<file path="src/rtl/dh_modexp_engine.sv">
// Diffie-Hellman modular exponentiation engine.
// Computes base^X mod P with a bit-serial shift-add modular multiplier, so no
// hardware multiplier or divider is used. Timing does not depend on the operands:
// MUL always runs, and its result is kept only when the exponent bit is 1.
module dh_modexp_engine #(
  parameter int unsigned WIDTH     = 32,
  parameter int unsigned EXP_WIDTH = 32
) (
  input  logic                 CLK,
  input  logic                 RST,
  input  logic                 ST,
  input  logic                 MODE,
  input  logic [WIDTH-1:0]     G,
  input  logic [WIDTH-1:0]     P,
  input  logic [WIDTH-1:0]     Y,
  input  logic [EXP_WIDTH-1:0] X,
  output logic [WIDTH-1:0]     OUT,
  output logic                 BUSY,
  output logic                 DONE,
  output logic                 ERR
);

  localparam int unsigned CW  = $clog2(WIDTH);
  localparam int unsigned ECW = $clog2(EXP_WIDTH + 1);

  localparam logic [2:0] S_IDLE   = 3'd0;
  localparam logic [2:0] S_REDUCE = 3'd1;
  localparam logic [2:0] S_SQR    = 3'd2;
  localparam logic [2:0] S_MUL    = 3'd3;
  localparam logic [2:0] S_FIN    = 3'd4;

  logic [2:0]           r_state;
  logic [2:0]           w_state_nxt;
  logic                 r_st_prev;
  logic                 r_bad;
  logic [CW-1:0]        r_cnt;
  logic [ECW-1:0]       r_ecnt;
  logic [WIDTH-1:0]     r_p;
  logic [EXP_WIDTH-1:0] r_x;
  logic [WIDTH-1:0]     r_acc;
  logic [WIDTH-1:0]     r_a;
  logic [WIDTH-1:0]     r_m;
  logic [WIDTH-1:0]     r_r;
  logic [WIDTH-1:0]     r_b;

  logic                 w_start;
  logic                 w_last;
  logic                 w_last_exp;
  logic [WIDTH:0]       w_pp;
  logic [WIDTH:0]       w_dbl;
  logic [WIDTH:0]       w_red;
  logic [WIDTH:0]       w_add;
  logic [WIDTH:0]       w_sum;
  logic [WIDTH-1:0]     w_res;
  logic [WIDTH-1:0]     w_r_commit;

  assign w_start    = ST & ~r_st_prev & (r_state == S_IDLE);
  assign w_last     = (r_cnt == CW'(WIDTH - 1));
  assign w_last_exp = (r_ecnt == ECW'(EXP_WIDTH - 1));

  // One shift-add iteration: acc = ((2*acc mod P) + (bit ? a : 0)) mod P
  always_comb begin
    w_pp  = {1'b0, r_p};
    w_dbl = {r_acc, 1'b0};
    w_red = (w_dbl >= w_pp) ? (w_dbl - w_pp) : w_dbl;
    w_add = r_m[WIDTH-1] ? {1'b0, r_a} : '0;
    w_sum = w_red + w_add;
    w_res = (w_sum >= w_pp) ? WIDTH'(w_sum - w_pp) : WIDTH'(w_sum);
    w_r_commit = r_x[EXP_WIDTH-1] ? w_res : r_r;
  end

  // Next-state logic
  always_comb begin
    w_state_nxt = r_state;
    case (r_state)
      S_IDLE:   if (w_start) w_state_nxt = (P < WIDTH'(2)) ? S_FIN : S_REDUCE;
      S_REDUCE: if (w_last) w_state_nxt = S_SQR;
      S_SQR:    if (w_last) w_state_nxt = S_MUL;
      S_MUL:    if (w_last) w_state_nxt = w_last_exp ? S_FIN : S_SQR;
      S_FIN:    w_state_nxt = S_IDLE;
      default:  w_state_nxt = S_IDLE;
    endcase
  end

  // State register
  always_ff @(posedge CLK) begin
    if (!RST) r_state <= S_IDLE;
    else      r_state <= w_state_nxt;
  end

  // Operand latching, multiplier sequencing and registered outputs
  always_ff @(posedge CLK) begin
    if (!RST) begin
      r_st_prev <= 1'b0;
      r_bad     <= 1'b0;
      r_cnt     <= '0;
      r_ecnt    <= '0;
      r_p       <= '0;
      r_x       <= '0;
      r_acc     <= '0;
      r_a       <= '0;
      r_m       <= '0;
      r_r       <= '0;
      r_b       <= '0;
      OUT       <= '0;
      BUSY      <= 1'b0;
      DONE      <= 1'b0;
      ERR       <= 1'b0;
    end else begin
      r_st_prev <= ST;
      DONE      <= 1'b0;
      case (r_state)
        S_IDLE: begin
          if (w_start) begin
            r_p   <= P;
            r_x   <= X;
            r_bad <= (P < WIDTH'(2));
            r_acc <= '0;
            r_a   <= WIDTH'(1);
            r_m   <= MODE ? Y : G;
            r_cnt <= '0;
            BUSY  <= 1'b1;
            ERR   <= 1'b0;
          end
        end
        S_REDUCE, S_SQR, S_MUL: begin
          if (!w_last) begin
            r_acc <= w_res;
            r_m   <= r_m << 1;
            r_cnt <= r_cnt + CW'(1);
          end else begin
            r_acc <= '0;
            r_cnt <= '0;
            if (r_state == S_REDUCE) begin
              // b = base mod P; exponentiation starts from r = 1
              r_b    <= w_res;
              r_r    <= WIDTH'(1);
              r_a    <= WIDTH'(1);
              r_m    <= WIDTH'(1);
              r_ecnt <= '0;
            end else if (r_state == S_SQR) begin
              // r = r*r done; set up t = r*b
              r_r <= w_res;
              r_a <= r_b;
              r_m <= w_res;
            end else begin
              // keep t only for a 1 exponent bit; set up the next square
              r_r    <= w_r_commit;
              r_a    <= w_r_commit;
              r_m    <= w_r_commit;
              r_x    <= r_x << 1;
              r_ecnt <= r_ecnt + ECW'(1);
            end
          end
        end
        S_FIN: begin
          OUT  <= r_bad ? '0 : r_r;
          ERR  <= r_bad;
          DONE <= 1'b1;
          BUSY <= 1'b0;
        end
        default: ;
      endcase
    end
  end

endmodule

</file>
<file path="config.mk">
export PLATFORM = sky130hd
export DESIGN_NAME = dh_modexp_engine
export DESIGN_NICKNAME = d
export VERILOG_FILES = /design/src/rtl/dh_modexp_engine.sv
export SDC_FILE = /design/constraint.sdc
export NUM_CORES = 1
export LEC_CHECK = 0
export ABC_AREA = 1
export CORE_MARGIN = 8
export CORE_UTILIZATION = 45
export DETAILED_ROUTE_END_ITERATION = 8
export HOLD_SLACK_MARGIN = 0.15
export PLACE_DENSITY_LB_ADDON = 0.15
export RECOVER_POWER = 50
export SYNTH_ARGS = -nofsm -noshare
export SYNTH_HDL_FRONTEND = slang
export SYNTH_SLANG_ARGS = --single-unit
</file>
<file path="constraint.sdc">
create_clock -name CLK -period 7.19 [get_ports CLK]
set_clock_uncertainty 0.1 [all_clocks]
set_input_delay 0.719 -clock CLK [delete_from_list [all_inputs] [get_ports CLK]]
set_output_delay 0.719 -clock CLK [all_outputs]
set_load 0.1 [all_outputs]
</file>
* Yosys cells after proc, flatten, opt, wreduce, memory -nomap -nowiden
Index checks and enable logic that the tools add are counted.
** Cells by class
- Reductions and logical operators :: 13
- Bitwise logic cells :: 3
- Eq/ne operators :: 14
- Order comparisons :: 3
- Multiplexer cells :: 41
- $add $sub $neg :: 5
** Operator list (count)
- $mux W32 :: 19
- $pmux W32 S2 :: 4
- $ge A33 B32 Y1 :: 2
- $add A33 B32 Y33 :: 1
- $mux W33 :: 1
- $sub A33 B32 Y33 :: 1
- $lt A32 B2 Y1 const B :: 1
- $sub A32 B32 Y32 :: 1
- $mux W3 :: 6
- $ne A2 B2 Y1 const B :: 8
- $mux W6 :: 2
- $pmux W3 S4 :: 1
- $mux W5 :: 2
- $pmux W5 S2 :: 1
- $reduce_and A3 Y1 :: 3
- $reduce_and A2 Y1 :: 4
- $add A6 B1 Y6 const B :: 1
- $eq A3 B2 Y1 const B :: 2
- $eq A6 B5 Y1 const B :: 1
- $add A5 B1 Y5 const B :: 1
- $eq A5 B5 Y1 const B :: 1
- $reduce_and A5 Y1 :: 1
- $pmux W1 S2 :: 2
- $reduce_and A4 Y1 :: 1
- 8 further kinds :: 12
** Storage, ports and cells
- Output and inout bits :: 35
- Logic and storage cells :: 95
- Input port bits :: 132
- Register bits :: 275

* Longest topological paths before layout
Gate-level depths: netlist (run 1).
- Depth in word-level cells :: 10
- Mapped depth :: 48
- Mapped depth without buffers :: 45

* Worst setup path before layout (run 1)
No wires, ideal clock.
- Path kind :: flip-flop to flip-flop
- Start :: register r_acc[0]
- End :: register r_r[24]
- Data arrival time :: 5.429 ns
- Slack :: 1.590 ns
- Cell stages (with the launch flop) :: 37
- Clock period less this slack :: 5.600 ns
- Cells stage by stage :: dfxtp_1 -> inv_1 -> fa_1 -> nand3b_1 -> nand2_1 -> nand2_1 -> nand2_2 -> a21oi_1 -> o21ai_0 -> a21boi_0 -> o21ai_0 -> a21boi_0 -> or2_2 -> a31oi_1 -> ha_1 -> a21oi_1 -> o21ai_0 -> o21bai_1 -> a21oi_1 -> nand2_1 -> xnor2_1 -> inv_1 -> ha_1 -> nand2_1 -> nor4_1 -> a21oi_1 -> nand2_1 -> nand2_2 -> nand4_4 -> buf_6 -> buf_6 -> nand2_1 -> nand2_1 -> nand2_1 -> nand2_1 -> nand3_1 -> a21oi_1
** On the way
- Word-level cells in the longest chain between the ends :: 8
- Elaborated cells on any way between the ends :: 10
** RTL lines
- start: declaration :: RTL line 40 : logic [WIDTH-1:0] r_acc;
- start signal: assignment :: RTL line 128 : r_acc <= w_res;
- $sub A33 B32 Y33 or $ge A33 B32 Y1 (tied branches) :: RTL line 65 : w_red = (w_dbl >= w_pp) ? (w_dbl - w_pp) : w_dbl;
- $mux W33 (*) :: RTL line 65
- $add A33 B32 Y33 (*) :: RTL line 67 : w_sum = w_red + w_add;
- $sub A32 B32 Y32 or $ge A33 B32 Y1 (tied branches) :: RTL line 68 : w_res = (w_sum >= w_pp) ? WIDTH'(w_sum - w_pp) : WIDTH'(w_sum);
- $mux W32 (*) :: RTL line 68
- $mux W32 :: RTL line 69 : w_r_commit = r_x[EXP_WIDTH-1] ? w_res : r_r;
- $mux W32 (*) :: RTL line 141 : end else if (r_state == S_SQR) begin
- $mux W32 (*) :: RTL line 134 : if (r_state == S_REDUCE) begin
- end signal: assignment :: RTL line 143 : r_r <= w_res;
- end signal: assignment :: RTL line 148 : r_r <= w_r_commit;
- end: declaration :: RTL line 43 : logic [WIDTH-1:0] r_r;
Mark *: on every way between the ends. The rest lies on a longest branch, timed or not.
A chain may end at the register's enable or synchronous reset.

==> results.ini, run 1 <==
[outcome]
outcome=complete, but fails checks
failed_checks=max-capacitance violations, max-slew violations

[worst_hold_path]
hp-start=r_a[6]$_SDFFE_PN0P_
min_path_type=reg -> reg

[place]
portBuffers=166
placement.setup.worst_slack_ns=-0.00812
dp_hpwl_um=54700
dpl.cell_count=3557
placed_cell_area_sq_mm=0.0213
place_congestion=0.971

[routing]
firstDrtPassIters=8
routed_wire_length_per_instance_um=19.4
drt-initial-drc-count=1633
postRouteAntennaNets=0
remaining_drc_errors=0
route.detailed.vias_per_inst=5.45
postRouteWirelength_um=70000
dr_total_vias=19700

[final_layout]
sequential_cell_area_sq_mm=0.00551
layout.nets=3301
area_growth_pct=23.0
stdcell_area_sq_mm=0.0224
n_fill_cell=4070
commonest_non_fill_non_tap_cell_in_the_layout=nand2_1
drive_gt1_share_pct=10.1
finalNonFillerCells=3613
finish.utilization_pct=56.3
antenna_cells=0
multiInputGateArea_sq_mm=0.0110
top_library_cells_by_usage_in_the_layout_fill_and_taps_aside=nand2_1, inv_1, a21oi_1, dfxtp_1, o21ai_0

[timing]
slew_headroom_pct=-111
worst_pin_slew_ns=3.17
final_hold_viol_count=0
setup_violations=0
slew_viol_final=227
post-route-min-period_ns=6.82
max_freq_mhz=147
grt_setup_unrepaired=true
fin_ws_ns=0.368
post-route-period-util_pct=94.9

[setup_path]
worst_path_max_delay_cell=o21ai_0
most_common_cell_on_crit_path=clkbuf_1
worst-endpoint-required_ns=7.57
cp_max_fo=57
cp_top_family=buffers and inverters
critical_path_arrival_ns=7.20
worst-setup-path-type=in -> reg
cp-startpoint=RST
r2r_start=r_acc[0]$_SDFFE_PN0P_
timing.critical_path.to_type=flop
startpoint_type=input port
slowest_delay_ns=2.05
cp_num_buf_inv=4
critical_path.cell_chain=buf_2 > clkbuf_1 > clkbuf_1 > o21ai_0 > buf_4 > o22ai_1

[cts]
tritoncts=done
cts_max_level=1
path_clk_slew_ns=0.06
cts-root-to-sink-buffers=3
clock_insertion_delay_worst_skew_ns=0.58
cts.sinks=275
holdBufCountCts=0
cts_buffers=31
cts_root_buffer=clkbuf_16

[power]
switch_share_pct=52.8
clkPwrFrac_pct=12.4
power_per_cell_area_mw_per_mm2=589
static-leakage-power_nw=10.4
power.switching_mw=6.97
seq_power_share_pct=15.2
ir_worst_vdd_v=0.000339
intPower_mw=6.23
comb_power_share_pct=72.4

[global_routing]
grt_pass1_vias=18900
wire_length_of_the_first_global_routing_pass_um=107000
grt.overflow.total=0
grt_max_degree=67
grt_antenna_before_repair=1
track_usage_pct=28.5

[logic_synthesis]
syn-num-nets=3062
ys_async_sr_fraction_pct=0
synth_edf_count=0
synth_area_per_cell_sq_um=6.44
yosysSeqAreaShare_pct=30.2
ys.flop_type=dfxtp_1
syn_inst=2828
postSynthRegisterBits=275
yosys.cell_types.count=52
yosysWarnings=0
post_synth_instance_area_sq_mm=0.0182

[floorplanning]
num_io_pins=167
floorplan.rows=73
design.die.area_sq_mm=0.0472
die_y_um=217
floorplan.initialDensity_pct=45.7
core_sq_mm=0.0398
fp.dieW_um=217

[run]
max_cap_viol_count=5

==> registers in the layout, indices dropped and copies added (netlist names) <==
register   flops
r_ecnt         6
r_x           32
r_p           32
r_acc         32
r_state        3
OUT           32
BUSY           1
r_st_prev      1
ERR            1
r_bad          1
r_cnt          5
r_b           32
DONE           1
r_r           32
r_m           32
r_a           32
==> cell families after synthesis <==
kind of cell | share of synthesized area (%)
and+or+nand+nor | 27.2
AOI/OAI and AO/OA | 21.9
buffers and inverters | 10.1
DFF | 30.2
adders and majority gates | 7.13
xor gates and xnor gates | 3.46
==> what timing repair did <==
| action | CTS | global route |
|---|---|---|
| hold endpoints to repair | 0 | 0 |
| endpoints found under the setup margin | 9 | 158 |
| pin swaps | 0 | 3 |
| setup buffers | 0 | 2 |
| gates cloned | 0 | 0 |
| resized for setup | 1 | 18 |
==> worst min-delay path: cells and delay by family, from the launching register on <==
kind | cells | cell delay (ns)
DFF | 1 | 0.31
and+or+nand+nor | 2 | 0.10
==> through the flow <==
step                      setup TNS [ns]  total power, mW  hold slack, ns
after floorplan                        0             7.97           0.326
after global placement                 0             11.2           0.338
after detailed placement        -0.00812             11.3           0.340
after CTS                              0             13.0           0.353
after global routing             -0.0187             14.2           0.372
final                                  0             13.2           0.352
==> final cells by class <==
cell class	instances	area share, %
multi-input combinational	2077	49.0
clock inverter	12	0.748
timing repair buffer	333	13.1
tap	525	2.93
inverter	349	5.85
clock buffer	42	3.83
sequential	275	24.6
==> Yosys cell counts, drive strengths merged (2+ instances only) <==
cell type | number | share of area, %
ha | 99 | 6.8
inv | 348 | 7.2
o211ai | 34 | 1.4
nor3b | 2 | 0.082
nand3 | 96 | 2.9
a211oi | 4 | 0.16
nand3b | 4 | 0.16
xnor2 | 28 | 1.3
o21a | 2 | 0.082
o22ai | 32 | 1.1
or2 | 14 | 0.48
nor2 | 144 | 3.1
a21boi | 5 | 0.21
and2 | 4 | 0.14
fa | 3 | 0.33
nand2 | 870 | 18
nor4 | 16 | 0.58
dfxtp | 275 | 30
a31o | 2 | 0.096
nor3 | 24 | 0.71
nand4 | 15 | 0.60
a21oi | 336 | 9.2
xor2 | 44 | 2.1
buf | 26 | 0.86
o21bai | 15 | 0.62
a21o | 16 | 0.66
o21ai | 188 | 5.6
clkbuf | 101 | 2.1
a31oi | 75 | 2.6
==> metal layers <==
metal	global-route usage, %	wire length (um)	vias to the layer above
met2	45.0	30300	773
met1	40.9	32800	9058
met3	4.34	5740	86
met4	5.30	1190	2
met5	0	13	-
li1	-	-	9769
==> final timing paths <==
| path | endpoint | slack, ns | cells past startpoint |
|---|---|---|---|
| worst max register to register | r_r[0]$_SDFFE_PN0P_ | 0.47 | 36 |
| worst min register to register | r_a[6]$_SDFFE_PN0P_ | 0.35 | 2 |
| worst min-delay path | r_a[6]$_SDFFE_PN0P_ | 0.35 | 2 |
| worst max-delay path | r_b[8]$_SDFFE_PN0P_ | 0.37 | 6 |
==> power groups by stage <==
stage	Combinational (mW)	Clock (mW)	Sequential, mW
6_report	9.56	1.64	2.01
5_1_grt	10.4	1.73	2.04
4_1_cts	9.34	1.66	2.00
3_5_place_dp	9.27	0	2.03
3_3_place_gp	9.23	0	2.02
2_1_floorplan	6.04	0	1.94
No activity file was read; power rests on OpenSTA's default activity.
==> inputs of run 2 (changes only) <==
CORE_UTILIZATION = 40   (was 45)
GPL_TIMING_DRIVEN = 0   (was default)
==> run 2 against run 1 <==
  * The run still ends with max-capacitance violations, max-slew violations left
  * Critical path depth up 30
  * Global-route usage down 3.5 points
  * Worst setup slack worse by 0.052 ns
  * Maximum frequency down 0.76%
  * Count of clock-buffer cells in the layout unchanged
  * Non-clock buffer count down 20
  * Flip-flop and latch count unchanged
  * Utilization down 6.8 points
  * Via count down 1.4%
  * Worst hold slack about the same
==> results.ini, run 2 (synthesis gave the netlist of run 1 again) <==
[global_routing]
grt_antenna_before_repair=1
grt_pass1_vias=18600
grt.overflow.total=0
grt_max_degree=15
track_usage_pct=25.0
wire_length_of_the_first_global_routing_pass_um=105000

[timing]
slew_headroom_pct=-20.4
slew_viol_final=10
worst_pin_slew_ns=1.79
post-route-period-util_pct=95.6
max_freq_mhz=145
post-route-min-period_ns=6.87
setup_violations=0
final_hold_viol_count=0

[setup_path]
r2r_start=r_p[25]$_SDFFE_PN0P_
startpoint_type=flop
timing.critical_path.to_type=flop
worst-setup-path-type=reg -> reg
worst-endpoint-required_ns=7.60
most_common_cell_on_crit_path=nand2_1
worst_r2r_path_depth=36
slowest_delay_ns=0.54
critical_path_arrival_ns=7.28
worst_path_max_delay_cell=nor4_2
rr_endpoint=r_m[24]$_SDFFE_PN0P_
ff2ff_setup_slack_ns=0.32
cp_max_fo=10

[cts]
cts_max_level=1
path_clk_slew_ns=0.06
clock_insertion_delay_worst_skew_ns=0.59
cts_buffers=31
cts_root_buffer=clkbuf_16
tritoncts=done
cts-root-to-sink-buffers=3
cts.sinks=275

[floorplanning]
num_io_pins=167
design.die.area_sq_mm=0.0526
floorplan.initialDensity_pct=40.3
die_y_um=229
fp.dieW_um=229
floorplan.rows=78
core_sq_mm=0.0452

[routing]
route.detailed.vias_per_inst=5.28
remaining_drc_errors=0
postRouteWirelength_um=69700
firstDrtPassIters=5
postRouteAntennaNets=0
drt-initial-drc-count=1282
routed_wire_length_per_instance_um=19.0
dr_total_vias=19400

[final_layout]
area_growth_pct=22.8
stdcell_area_sq_mm=0.0224
commonest_non_fill_non_tap_cell_in_the_layout=nand2_1
n_fill_cell=4692
finalNonFillerCells=3672
layout.nets=3281
top_library_cells_by_usage_in_the_layout_fill_and_taps_aside=nand2_1, inv_1, a21oi_1, dfxtp_1, o21ai_0
drive_gt1_share_pct=8.14

[place]
placed_cell_area_sq_mm=0.0206
place_congestion=0.950
dpl.cell_count=3592
dp_hpwl_um=56800
portBuffers=164

[worst_hold_path]
min_path_type=reg -> reg
hp-start=r_a[26]$_SDFFE_PN0P_
holdPathEnd=r_a[26]$_SDFFE_PN0P_
hold_path_depth=2

[outcome]
outcome=complete, but fails checks
failed_checks=max-capacitance violations, max-slew violations

[run]
max_cap_viol_count=1

[run 2: changes by cell type in the layout (fill, tap and decap cells not counted), sizes merged, moves of 2 or more]
cell | before | now
clkbuf | 45 | 143
clkinvlp | 3 | 5
buf | 165 | 48
inv | 347 | 350
[run 2: worst max-delay path, delay by kind of cell (launching register included)]
family / cells / cell delay, ns
buf+inv: 6 / 1.01
flops: 1 / 0.31
xor+xnor: 1 / 0.18
simple gates: 23 / 3.58
fa+ha+maj: 3 / 1.00
compound gates: 3 / 0.60
[run 2: area by class of cell]
class                   count  area, sq um  share of cell area (%)
clock inverters            15          174                   0.778
well taps                 600          751                    3.36
repair buffers            186         1810                    8.08
multi-input cells        2077        11400                    50.8
diodes                      1         2.50                  0.0112
clock buffers              42          907                    4.06
flip-flops and latches    275         5510                    24.6
inverters                 349         1310                    5.86
plain buffers             127          553                    2.47
[run 2: worst max path at each step]
stage,to,depth (start not counted),start,slack [ns]
3_5_place_dp,r_m[24]$_SDFFE_PN0P_,36,r_p[1]$_SDFFE_PN0P_,-0.92
3_3_place_gp,r_r[24]$_SDFFE_PN0P_,37,r_p[1]$_SDFFE_PN0P_,-0.93
4_1_cts,r_m[24]$_SDFFE_PN0P_,37,r_acc[0]$_SDFFE_PN0P_,0.02
6_report,r_m[24]$_SDFFE_PN0P_,36,r_p[25]$_SDFFE_PN0P_,0.32
5_1_grt,r_m[24]$_SDFFE_PN0P_,37,r_acc[0]$_SDFFE_PN0P_,-0.05
2_1_floorplan,r_r[24]$_SDFFE_PN0P_,36,r_acc[0]$_SDFFE_PN0P_,1.59
[run 2: metal layers]
layer	vias up	routed length (um)	global-route usage [%]	share of wire (%)
li1	9755	-	-	-
met1	8965	30600	31.9	44
met2	571	32500	43.1	47
met3	113	4340	3.42	6.2
met4	0	2230	7.87	3.2
met5	-	0	0	0
[run 2: metrics by stage]
stage	setup slack, ns	hold WS (ns)	util, %	TNS [ns]
6_report	0.316	0.351	49.5	0
5_1_grt	-0.0468	0.374	49.5	-0.266
4_1_cts	0.0157	0.353	48.3	0
3_5_place_dp	-0.919	0.340	45.6	-99.66
3_3_place_gp	-0.931	0.336	45.6	-101.88
2_1_floorplan	1.59	0.326	-	0
[run 2: timing repair]
action / in CTS / in global routing
hold buffers: 0 / 0
endpoints found under the hold margin: 0 / 0
pin swaps: 4 / 18
setup buffers: 4 / 18
cloned: 0 / 0
setup endpoints to repair: 160 / 160
resized for setup: 30 / 100
Power of run 2 is left out: the tool's default activity adds up to more than one toggle a clock period on the data nets, which glitch-free logic cannot reach.
==> inputs of run 3 (changes only) <==
ABC_CLOCK_PERIOD_IN_PS = 7190   (was default)
==> results of run 3 <==
Final layout, timing and power as in run 2 (identical DEF).
Power of run 3 is left out for the same reason.
